==> src/rtl/layer_seq_ctrl.sv <==
// Layer sequencer: issues one node per cycle to a shared pipelined neuron
// datapath, captures the tagged results into out_vec and pulses done.
module layer_seq_ctrl #(
  parameter int NUM_NODES = 4,
  parameter int IDX_W     = 2,
  parameter int DP_LAT    = 3
) (
  input  logic                   clk,
  input  logic                   reset,
  input  logic                   start,
  input  logic                   abort,
  output logic                   dp_en,
  output logic [IDX_W-1:0]       dp_sel,
  input  logic [7:0]             dp_result,
  output logic [8*NUM_NODES-1:0] out_vec,
  output logic                   busy,
  output logic                   done,
  output logic                   start_overrun
);

  typedef enum logic [1:0] {ST_IDLE, ST_ISSUE, ST_DRAIN, ST_FIN} state_t;

  localparam logic [IDX_W-1:0] LAST_IDX = IDX_W'(NUM_NODES - 1);

  state_t           state_reg;
  logic [DP_LAT-1:0] tag_valid;
  logic [IDX_W-1:0] tag_idx [DP_LAT];
  logic             flush;
  logic             drain_clear;
  logic             tag_exit;
  logic [IDX_W-1:0] exit_idx;

  assign flush    = abort && (state_reg != ST_IDLE);
  assign tag_exit = tag_valid[DP_LAT-1];
  assign exit_idx = tag_idx[DP_LAT-1];

  // The exiting stage is consumed this edge, so only the earlier stages decide emptiness.
  always_comb begin
    drain_clear = 1'b1;
    for (int i = 0; i < DP_LAT - 1; i++) begin
      if (tag_valid[i]) drain_clear = 1'b0;
    end
  end

  always_ff @(posedge clk or negedge reset) begin
    if (!reset) begin
      tag_valid <= '0;
      for (int i = 0; i < DP_LAT; i++) tag_idx[i] <= '0;
    end else begin
      for (int i = DP_LAT - 1; i >= 1; i--) begin
        tag_valid[i] <= tag_valid[i-1];
        tag_idx[i]   <= tag_idx[i-1];
      end
      tag_valid[0] <= dp_en;
      tag_idx[0]   <= dp_sel;
      if (flush) tag_valid <= '0;
    end
  end

  genvar gi;
  generate
    for (gi = 0; gi < NUM_NODES; gi++) begin : g_slice
      logic [7:0] slice_reg;
      always_ff @(posedge clk or negedge reset) begin
        if (!reset) begin
          slice_reg <= 8'h00;
        end else if (tag_exit && (exit_idx == IDX_W'(gi))) begin
          slice_reg <= dp_result;
        end
      end
      assign out_vec[8*gi +: 8] = slice_reg;
    end
  endgenerate

  always_ff @(posedge clk or negedge reset) begin
    if (!reset) begin
      state_reg     <= ST_IDLE;
      dp_en         <= 1'b0;
      dp_sel        <= '0;
      busy          <= 1'b0;
      done          <= 1'b0;
      start_overrun <= 1'b0;
    end else begin
      done <= 1'b0;
      if (start && (state_reg != ST_IDLE)) start_overrun <= 1'b1;
      case (state_reg)
        ST_IDLE: begin
          if (start && !abort) begin
            state_reg     <= ST_ISSUE;
            dp_en         <= 1'b1;
            dp_sel        <= '0;
            busy          <= 1'b1;
            start_overrun <= 1'b0;
          end
        end
        ST_ISSUE: begin
          if (abort) begin
            state_reg <= ST_IDLE;
            dp_en     <= 1'b0;
            dp_sel    <= '0;
            busy      <= 1'b0;
          end else if (dp_sel == LAST_IDX) begin
            state_reg <= ST_DRAIN;
            dp_en     <= 1'b0;
            dp_sel    <= '0;
          end else begin
            dp_sel <= dp_sel + 1'b1;
          end
        end
        ST_DRAIN: begin
          if (abort) begin
            state_reg <= ST_IDLE;
            busy      <= 1'b0;
          end else if (drain_clear) begin
            state_reg <= ST_FIN;
            busy      <= 1'b0;
            done      <= 1'b1;
          end
        end
        ST_FIN: begin
          state_reg <= ST_IDLE;
        end
        default: begin
          state_reg <= ST_IDLE;
        end
      endcase
    end
  end

endmodule
==> config.mk <==
export PLATFORM = sky130hd
export DESIGN_NAME = layer_seq_ctrl
export DESIGN_NICKNAME = d
export VERILOG_FILES = /design/src/rtl/layer_seq_ctrl.sv
export SDC_FILE = /design/constraint.sdc
export NUM_CORES = 1
export LEC_CHECK = 0
export ABC_AREA = 1
export BUFFER_PORTS_ARGS = -buffer_cell sky130_fd_sc_hd__buf_2
export CORE_MARGIN = 4
export CORE_UTILIZATION = 55
export DETAILED_ROUTE_END_ITERATION = 6
export HOLD_SLACK_MARGIN = 0.05
export PLACE_DENSITY = 0.9
export RECOVER_POWER = 50
export SYNTH_ARGS = -nofsm -noshare
export SYNTH_HDL_FRONTEND = slang
export SYNTH_SLANG_ARGS = --single-unit
==> constraint.sdc <==
create_clock -name clk -period 3.1 [get_ports clk]
set_input_delay 0.465 -clock clk [delete_from_list [all_inputs] [get_ports clk]]
set_output_delay 0.465 -clock clk [all_outputs]
set_load 0.005 [all_outputs]
==> flow_summary_export.csv, run 1 <==
group,metric,value,unit
floorplan,die_h,67.9,microns
global_route,grt_pass1_wl,5970,microns
final_layout,layout.nets,260,
drt,drc,0,
final_layout,insertedDiodeCount,0,
floorplan,rows,21,
timing,fin_setup_tns,0,ns
clock_network,clock-sinks,49,
placed_design,place_worst_setup_slack,1.72,ns
setup_path,slowest_stage,"dfrtp_1",
power_and_ir_drop,p_leak,1.23,nW
synth,ys_seq_area_share,62.1,%
timing,finalCritPeriodShare,46.2,%
synth,avgSynthCellArea,10.3,sq um
timing,relSlewSlack,31.0,%
setup_path,required,3.36,ns
timing,clock.fmax,699,MHz
final_layout,fillers,258,
setup_path,cp-end-kind,"flip-flop",
timing,fin_crit,1.43,ns
setup_path,slowest_delay,0.43,ns
floorplan,fp.coreArea,3390,sq um
synth,synth_nets,208,
timing,hold_viol_final,0,
placed_design,postPlaceCellArea,2230,sq um
clock_network,clockBufferDepth,2,
global_route,grt_max_degree,50,
final_layout,layout-drive-gt1-share,29.5,%
final_layout,final_util,67.6,%
setup_path,critical_path.startpoint_type,"flip-flop",
power_and_ir_drop,ir_drop,506,uV
clock_network,clk-insertion-delay-late,0.36,ns
timing,tightest_slew,1.04,ns
floorplan,io_pins,50,
synth,synth_cells,191,
setup_path,worstPathArrival,1.70,ns
drt,wl_per_cell,13.1,microns
placed_design,hpwl,2770,microns
global_route,grt_pass1_vias,1291,
setup_path,worstSetupPathType,"flip-flop to flip-flop",
min_path,hold_path_class,"input pin to async pin",
drt,detailedRoute.firstIterationViolations,104,
final_layout,area_growth,16.0,%
timing,setup_ws,1.67,ns
global_route,grt_antenna_before_repair,0,
floorplan,die_area,4610,sq um
floorplan,die_width,67.9,microns
setup_path,path_cells,"inv_1, ha_1, inv_1, nand2_1, o21ai_2, inv_1, nand2_1, nand2_1",
timing,report.final.slew_viol_count,0,
drt,routed_wl,3790,microns
drt,vias_per_cell,4.98,
drt,first_pass_iters,4,
synth,netlist_area,1970,sq um
clock_network,tritoncts.num_buffers,5,
global_route,grt_use_total,17.9,%
global_route,gr-total-overflow,0,
clock_network,cts_hold_buf,0,
timing,clock_skew,0.00832,ns
clock_network,cts_tree,"yes",
synth,ys_types,20,
final_layout,final_design_area_no_fill,2290,sq um
floorplan,start_util,58.3,%
timing,setup_viol,0,
clock_network,cts_root_buffer,"clkbuf_4",
clock_network,post_cts_resized,0,
placed_design,gp_congestion,0.834,
timing,rsz0062_at_grt,"no",
job,maxCapViolations,0,
placed_design,port_buffers,49,
clock_network,htree_levels,2,
setup_path,crit_family,"flip-flops",
drt,ant_nets,0,
synth,ys_ff_latch,49,
setup_path,worstPathMaxFanout,8,
final_layout,largest_register_ffs,32,
synth,yosys_warnings,0,
clock_network,clk_pin_slew_worst_paths,0.13,ns
drt,vias,1443,
power_and_ir_drop,power.density,975,nW/um^2
clock_network,postCtsSetupRepairBufs,0,
run_status,run_status,"completed",
setup_path,critPathBufInv,3,
timing,hold_slack,0.273,ns
## worst register-to-register path, stage by stage (launching register included)
cell     delay, ns
dfrtp_1       0.43
inv_1         0.08
ha_1          0.24
inv_1         0.21
nand2_1       0.10
o21ai_2       0.10
inv_1         0.08
nand2_1       0.06
nand2_1       0.05
## layout make-up
class	count	area, sq um	area share, %
clock inverter	1	5.00	0.219
multi-input combinational	118	616	26.9
inverter	20	75.1	3.28
timing repair buffer	49	245	10.7
tap	46	57.6	2.51
clock buffer	7	65.1	2.84
sequential	49	1230	53.6
## synth_stat cells
| library cell | n | area share, % |
|---|---|---|
| a21boi_0 | 1 | 0.38 |
| nand3b_1 | 1 | 0.38 |
| a21oi_1 | 3 | 0.76 |
| nand3_2 | 4 | 2.0 |
| o21ai_1 | 24 | 6.1 |
| nor2_2 | 1 | 0.32 |
| nand2_1 | 51 | 9.7 |
| nand4_1 | 1 | 0.32 |
| nand2_2 | 2 | 0.63 |
| o21ai_0 | 1 | 0.25 |
| inv_1 | 18 | 3.4 |
| buf_6 | 4 | 2.3 |
| nand2_4 | 1 | 0.57 |
| inv_2 | 2 | 0.38 |
| o21ai_2 | 9 | 4.0 |
| dfrtp_1 | 49 | 62 |
| a22o_1 | 1 | 0.44 |
| nand3_1 | 5 | 1.3 |
| nor2_1 | 8 | 1.5 |
| ha_1 | 5 | 3.2 |
## placed cells by master, fill, tap and decap left out
cell type	n
buf_2	49
nor2_1	8
o21ai_0	8
dfrtp_1	49
nand3_1	7
clkbuf_8	2
inv_2	1
nand2_4	1
clkbuf_4	5
inv_1	19
nand4_1	1
ha_1	5
nor2_2	1
o21ai_1	17
nand3b_1	1
a22o_1	1
nand3_2	2
clkinv_2	1
nand2_2	1
nand2_1	52
o21ai_2	9
a21boi_0	1
a21oi_1	3
## where the power goes
group          internal, W  switching, W
Clock             0.000132      0.000190
Sequential        0.000923      0.000164
Combinational     0.000363      0.000461
Total              0.00142      0.000815
## kinds of logic (layout without fill, tap and decap cells)
kind of cell	after synthesis	after routing	share of synthesized area [%]
AOI/OAI and AO/OA	39	39	11.9
and+or+nand+nor	74	74	16.7
adders and majority gates	5	5	3.17
buffers and inverters	24	77	6.08
DFF	49	49	62.1
## metrics by stage
stage	instances	total power (W)
after global routing	290	0.00243
final	290	0.00223
after floorplan	191	0.00160
after CTS	290	0.00227
after detailed placement	282	0.00195
after global placement	282	0.00191
## final timing paths
kind	from	to	slack [ns]	cells after the start
worst max-delay path	state_reg[0]	dp_sel[1]	1.67	8
worst min-delay path	reset	g_slice[3].slice_reg[6]	0.27	1
worst max register to register	state_reg[0]	dp_sel[1]	1.67	8
worst min register to register	tag_idx[4]	tag_idx[2]	0.36	0
max in group asynchronous	reset	tag_idx[2]	2.20	1
min in group clk	tag_idx[4]	tag_idx[2]	0.36	0
## per-layer routing
| layer | up-vias | global-route usage (%) | part of all wire (%) |
|---|---|---|---|
| li1 | 724 | - | - |
| met1 | 673 | 23.5 | 44 |
| met2 | 40 | 27.6 | 47 |
| met3 | 6 | 4.11 | 7.2 |
| met4 | 0 | 9.43 | 1.4 |
| met5 | - | 0 | 0 |
Note: power is estimated with default switching activity, not from simulation.
==> run 2, diff against run 1 <==
Settings changed: CORE_UTILIZATION 55 to 52, PLACE_DENSITY 0.9 to 0.86.
Clock period 3.1 ns to 1.45 ns, I/O delays scaled along.
==> flow_summary_export.csv, run 2 (synthesis gave the netlist of run 1 again) <==
group,metric,value,unit
run_status,run_status,"completed",
setup_path,slowest_delay,0.42,ns
drt,wl_per_cell,12.9,microns
clock_network,clock-sinks,49,
setup_path,critPathBufInv,3,
final_layout,layout-drive-gt1-share,31.0,%
drt,routed_wl,3790,microns
timing,fin_crit,1.33,ns
setup_path,rr_worst_depth,7,
final_layout,fillers,290,
final_layout,insertedDiodeCount,0,
drt,vias,1448,
power_and_ir_drop,p_total,0.00504,W
setup_path,slowest_stage,"dfrtp_1",
floorplan,fp.coreArea,3660,sq um
timing,clock.fmax,751,MHz
timing,hold_viol_final,0,
drt,detailedRoute.firstIterationViolations,71,
global_route,grt_pass1_vias,1368,
final_layout,area_growth,19.4,%
final_layout,largest_register_ffs,32,
placed_design,hpwl,2780,microns
min_path,worstHoldStart,"abort",
drt,drc,0,
global_route,grt_pass1_wl,6400,microns
global_route,grt_antenna_before_repair,0,
final_layout,multiInputGateArea,631,sq um
clock_network,clk_pin_slew_worst_paths,0.08,ns
drt,vias_per_cell,4.94,
timing,hold_slack,0.181,ns
placed_design,gp_congestion,0.843,
clock_network,postCtsSetupRepairBufs,0,
setup_path,worstSetupPathType,"flip-flop to flip-flop",
clock_network,cts_root_buffer,"clkbuf_8",
drt,ant_nets,0,
global_route,gr-total-overflow,0,
floorplan,rows,22,
final_layout,layout_commonest_cell,"nand2_1",
final_layout,regArea,1230,sq um
min_path,hold_path_class,"input pin to flip-flop",
setup_path,rr_startpoint,"state_reg[0]",
timing,clock_skew,0.00658,ns
floorplan,io_pins,50,
power_and_ir_drop,p_leak,1.25,nW
setup_path,worstPathMaxFanout,8,
floorplan,die_h,69.6,microns
final_layout,final_cell_mix,"nand2_1 (51), dfrtp_1 (49), buf_2 (48)",
setup_path,startpoint,"state_reg[0]",
setup_path,r2r_slack,0.12,ns
placed_design,port_buffers,49,
clock_network,tritoncts.num_buffers,5,
timing,rsz0062_at_grt,"no",
floorplan,start_util,53.9,%
timing,setup_viol,0,
setup_path,cp-endpoint,"dp_sel[1]",
timing,report.final.slew_viol_count,0,
global_route,grt_max_degree,50,
setup_path,critical_path.startpoint_type,"flip-flop",
setup_path,cp.depth,7,
setup_path,cp-end-kind,"flip-flop",
drt,first_pass_iters,4,
clock_network,cts_tree,"yes",
timing,tightest_slew,0.631,ns
clock_network,clockBufferDepth,2,
floorplan,die_area,4850,sq um
power_and_ir_drop,ir_drop,1060,uV
floorplan,die_width,69.6,microns
setup_path,path_cells,"inv_1, ha_2, inv_2, o21ai_2, inv_1, nand2_1, nand2_1",
setup_path,reg2reg_to,"dp_sel[1]",
timing,fin_setup_tns,0,ns
setup_path,required,1.64,ns
job,maxCapViolations,0,
timing,finalCritPeriodShare,91.9,%
clock_network,htree_levels,2,
final_layout,layout.nets,262,
setup_path,worstPathArrival,1.52,ns
clock_network,clk-insertion-delay-late,0.30,ns
setup_path,crit_family,"flip-flops",
timing,relSlewSlack,58.0,%
global_route,grt_use_total,16.8,%
power_and_ir_drop,power.density,2140,nW/um^2
## run 2: cell types whose count changed in the layout (fill, tap and decap cells not counted), moves of 2 or more
cell / before / now
o21ai_1: 17 / 24
clkbuf_4: 5 / 1
o21ai_0: 8 / 1
nand3_2: 2 / 4
nand3_1: 7 / 5
clkbuf_8: 2 / 5
## run 2: how the worst min path moves through the flow
stage,cells past startpoint,endpoint
floorplan,0,busy
global placement,2,g_slice[2].slice_reg[7]
detailed placement,2,g_slice[0].slice_reg[7]
CTS,2,tag_valid[1]
global route,2,tag_valid[1]
finish,2,tag_valid[1]
## run 2: final cells by class
cell class	count	share of cell area (%)
sequential	49	52.0
multi-input combinational	118	26.8
timing repair buffer	51	11.1
inverter	20	3.18
clock buffer	5	2.92
tap	48	2.55
clock inverter	2	1.49
## run 2: metal layers
layer	GRT usage, %	wire length [microns]
met1	21.6	1700
met2	26.5	1780
met3	5.22	248
met4	6.81	63
met5	0	0
## run 2: worst reg2reg max path, stage by stage, from the launching register on
cell,delay [ns]
dfrtp_1,0.42
inv_1,0.10
ha_2,0.22
inv_2,0.09
o21ai_2,0.20
inv_1,0.08
nand2_1,0.06
nand2_1,0.06
## run 2: repair_timing
item,in CTS,in global routing
endpoints found under the setup margin,0,3
gates resized for setup,0,1
hold endpoints to repair,49,0
hold buffers,1,0
## run 2: through the flow
step                util (%)  area, sq um  setup slack [ns]  std cells
floorplan                  -         1970             0.248        191
CTS                     64.7         2370            0.0790        293
global placement        61.6         2250             0.179        285
global route            64.4         2360           0.00749        293
finish                  64.4         2360             0.118        293
detailed placement      61.6         2250             0.102        285
## run 2: report_power, final
group / switching, W / internal, W
combinational: 0.000994 / 0.000794
clock: 0.000424 / 0.000501
sequential: 0.000351 / 0.00198
==> run 3, diff against run 2 <==
Settings changed: REMOVE_ABC_BUFFERS set to 1.
==> flow_summary_export.csv, run 3 (synthesis gave the netlist of run 1 again) <==
group,metric,value,unit
run_status,run_status,"completed",
clock_network,tritoncts.num_buffers,5,
drt,first_pass_iters,4,
power_and_ir_drop,p_total,0.00518,W
final_layout,largest_register_ffs,32,
global_route,grt_pass1_vias,1414,
global_route,met3_usage,5.94,%
timing,clock_skew,0.00934,ns
global_route,grtUsageMet1,20.8,%
final_layout,insertedDiodeCount,0,
setup_path,slowest_delay,0.42,ns
global_route,gr-usage-met2,25.3,%
final_layout,layout_commonest_cell,"nand2_1",
timing,tightest_slew,0.630,ns
drt,drc,0,
timing,setup_viol,0,
power_and_ir_drop,p_leak,1.26,nW
setup_path,worstPathArrival,1.53,ns
timing,clock.fmax,747,MHz
final_layout,area_growth,21.0,%
setup_path,slowest_stage,"dfrtp_1",
drt,vias_per_cell,4.90,
placed_design,postPlaceCellArea,2250,sq um
floorplan,die_h,69.6,microns
global_route,grt_max_degree,50,
timing,rsz0062_at_grt,"no",
power_and_ir_drop,power.density,2170,nW/um^2
floorplan,die_width,69.6,microns
final_layout,layout-drive-gt1-share,30.8,%
timing,relSlewSlack,58.0,%
setup_path,worstPathMaxFanout,8,
floorplan,rows,22,
timing,setup_ws,0.112,ns
final_layout,fillers,282,
final_layout,final_util,65.2,%
setup_path,critPathBufInv,3,
global_route,grt_pass1_wl,6320,microns
clock_network,htree_levels,2,
timing,hold_viol_final,0,
setup_path,required,1.64,ns
drt,wl_per_cell,12.7,microns
clock_network,clockBufferDepth,2,
floorplan,die_area,4850,sq um
global_route,gr-total-overflow,0,
drt,vias,1445,
floorplan,io_pins,50,
placed_design,hpwl,2720,microns
timing,finalCritPeriodShare,92.3,%
placed_design,port_buffers,49,
setup_path,crit_family,"flip-flops",
clock_network,clk-insertion-delay-late,0.30,ns
setup_path,critical_path.startpoint_type,"flip-flop",
drt,detailedRoute.firstIterationViolations,157,
final_layout,final_cell_mix,"nand2_1 (52), dfrtp_1 (49), buf_2 (46)",
floorplan,start_util,53.9,%
drt,ant_nets,0,
global_route,grt.busiest_layer,"met2",
final_layout,layout.nets,263,
setup_path,worstSetupPathType,"flip-flop to flip-flop",
global_route,grt_use_total,16.4,%
timing,report.final.slew_viol_count,0,
setup_path,path_cells,"inv_1, ha_2, inv_4, o21ai_4, inv_1, nand2_1, nand2_1",
global_route,grt_antenna_before_repair,0,
power_and_ir_drop,ir_drop,1390,uV
min_path,hold_path_class,"input pin to flip-flop",
timing,fin_crit,1.34,ns
placed_design,place_worst_setup_slack,0.0804,ns
job,maxCapViolations,0,
drt,routed_wl,3740,microns
clock_network,clock-sinks,49,
clock_network,cts_root_buffer,"clkbuf_8",
placed_design,gp_congestion,0.881,
clock_network,clk_pin_slew_worst_paths,0.09,ns
timing,fin_setup_tns,0,ns
clock_network,cts_tree,"yes",
floorplan,fp.coreArea,3660,sq um
final_layout,final_design_area_no_fill,2390,sq um
setup_path,cp-end-kind,"flip-flop",
-- run 3: per-layer routing --
layer	routed length (microns)	part of all wire (%)
met5	0	0
met4	70	1.9
met3	299	8.0
met2	1720	46
met1	1640	44
-- run 3: path summary, 6_finish.rpt --
path | from | end | slack, ns | depth (start not counted)
max | state_reg[0] | dp_sel[1] | 0.11 | 7
min | abort | tag_valid[1] | 0.20 | 2
max reg2reg | state_reg[0] | dp_sel[1] | 0.11 | 7
min reg2reg | tag_idx[5] | tag_idx[3] | 0.35 | 0
max in group asynchronous | reset | dp_sel[0] | 0.45 | 3
min in group asynchronous | reset | g_slice[2].slice_reg[0] | 0.59 | 3
-- run 3: area by class of cell --
type | count | area (sq um) | area share [%]
inverter | 20 | 77.6 | 3.25
tap | 48 | 60.1 | 2.51
clock inverter | 2 | 37.5 | 1.57
sequential | 49 | 1230 | 51.3
clock buffer | 6 | 82.6 | 3.46
timing repair buffer | 52 | 267 | 11.2
multi-input combinational | 118 | 638 | 26.7
-- run 3: through the flow --
stage	hold WS, ns	std cells
detailed placement	0.228	285
finish	0.198	295
global route	0.195	295
global placement	0.220	285
CTS	0.175	294
floorplan	-0.0781	187
-- run 3: timing repair --
item	CTS	global route
buffers inserted	0	1
resized for setup	0	4
endpoints found under the setup margin	0	5
endpoints found under the hold margin	49	0
hold buffers	1	0
-- run 3: where the power goes --
| part | switching [W] | total [W] | leakage, nW | internal, W |
|---|---|---|---|---|
| Sequential | 0.000352 | 0.00233 | 0.573 | 0.00198 |
| Clock | 0.000434 | 0.000994 | 0.0574 | 0.000560 |
| Combinational | 0.00104 | 0.00186 | 0.625 | 0.000820 |
| Total | 0.00182 | 0.00518 | 1.26 | 0.00336 |
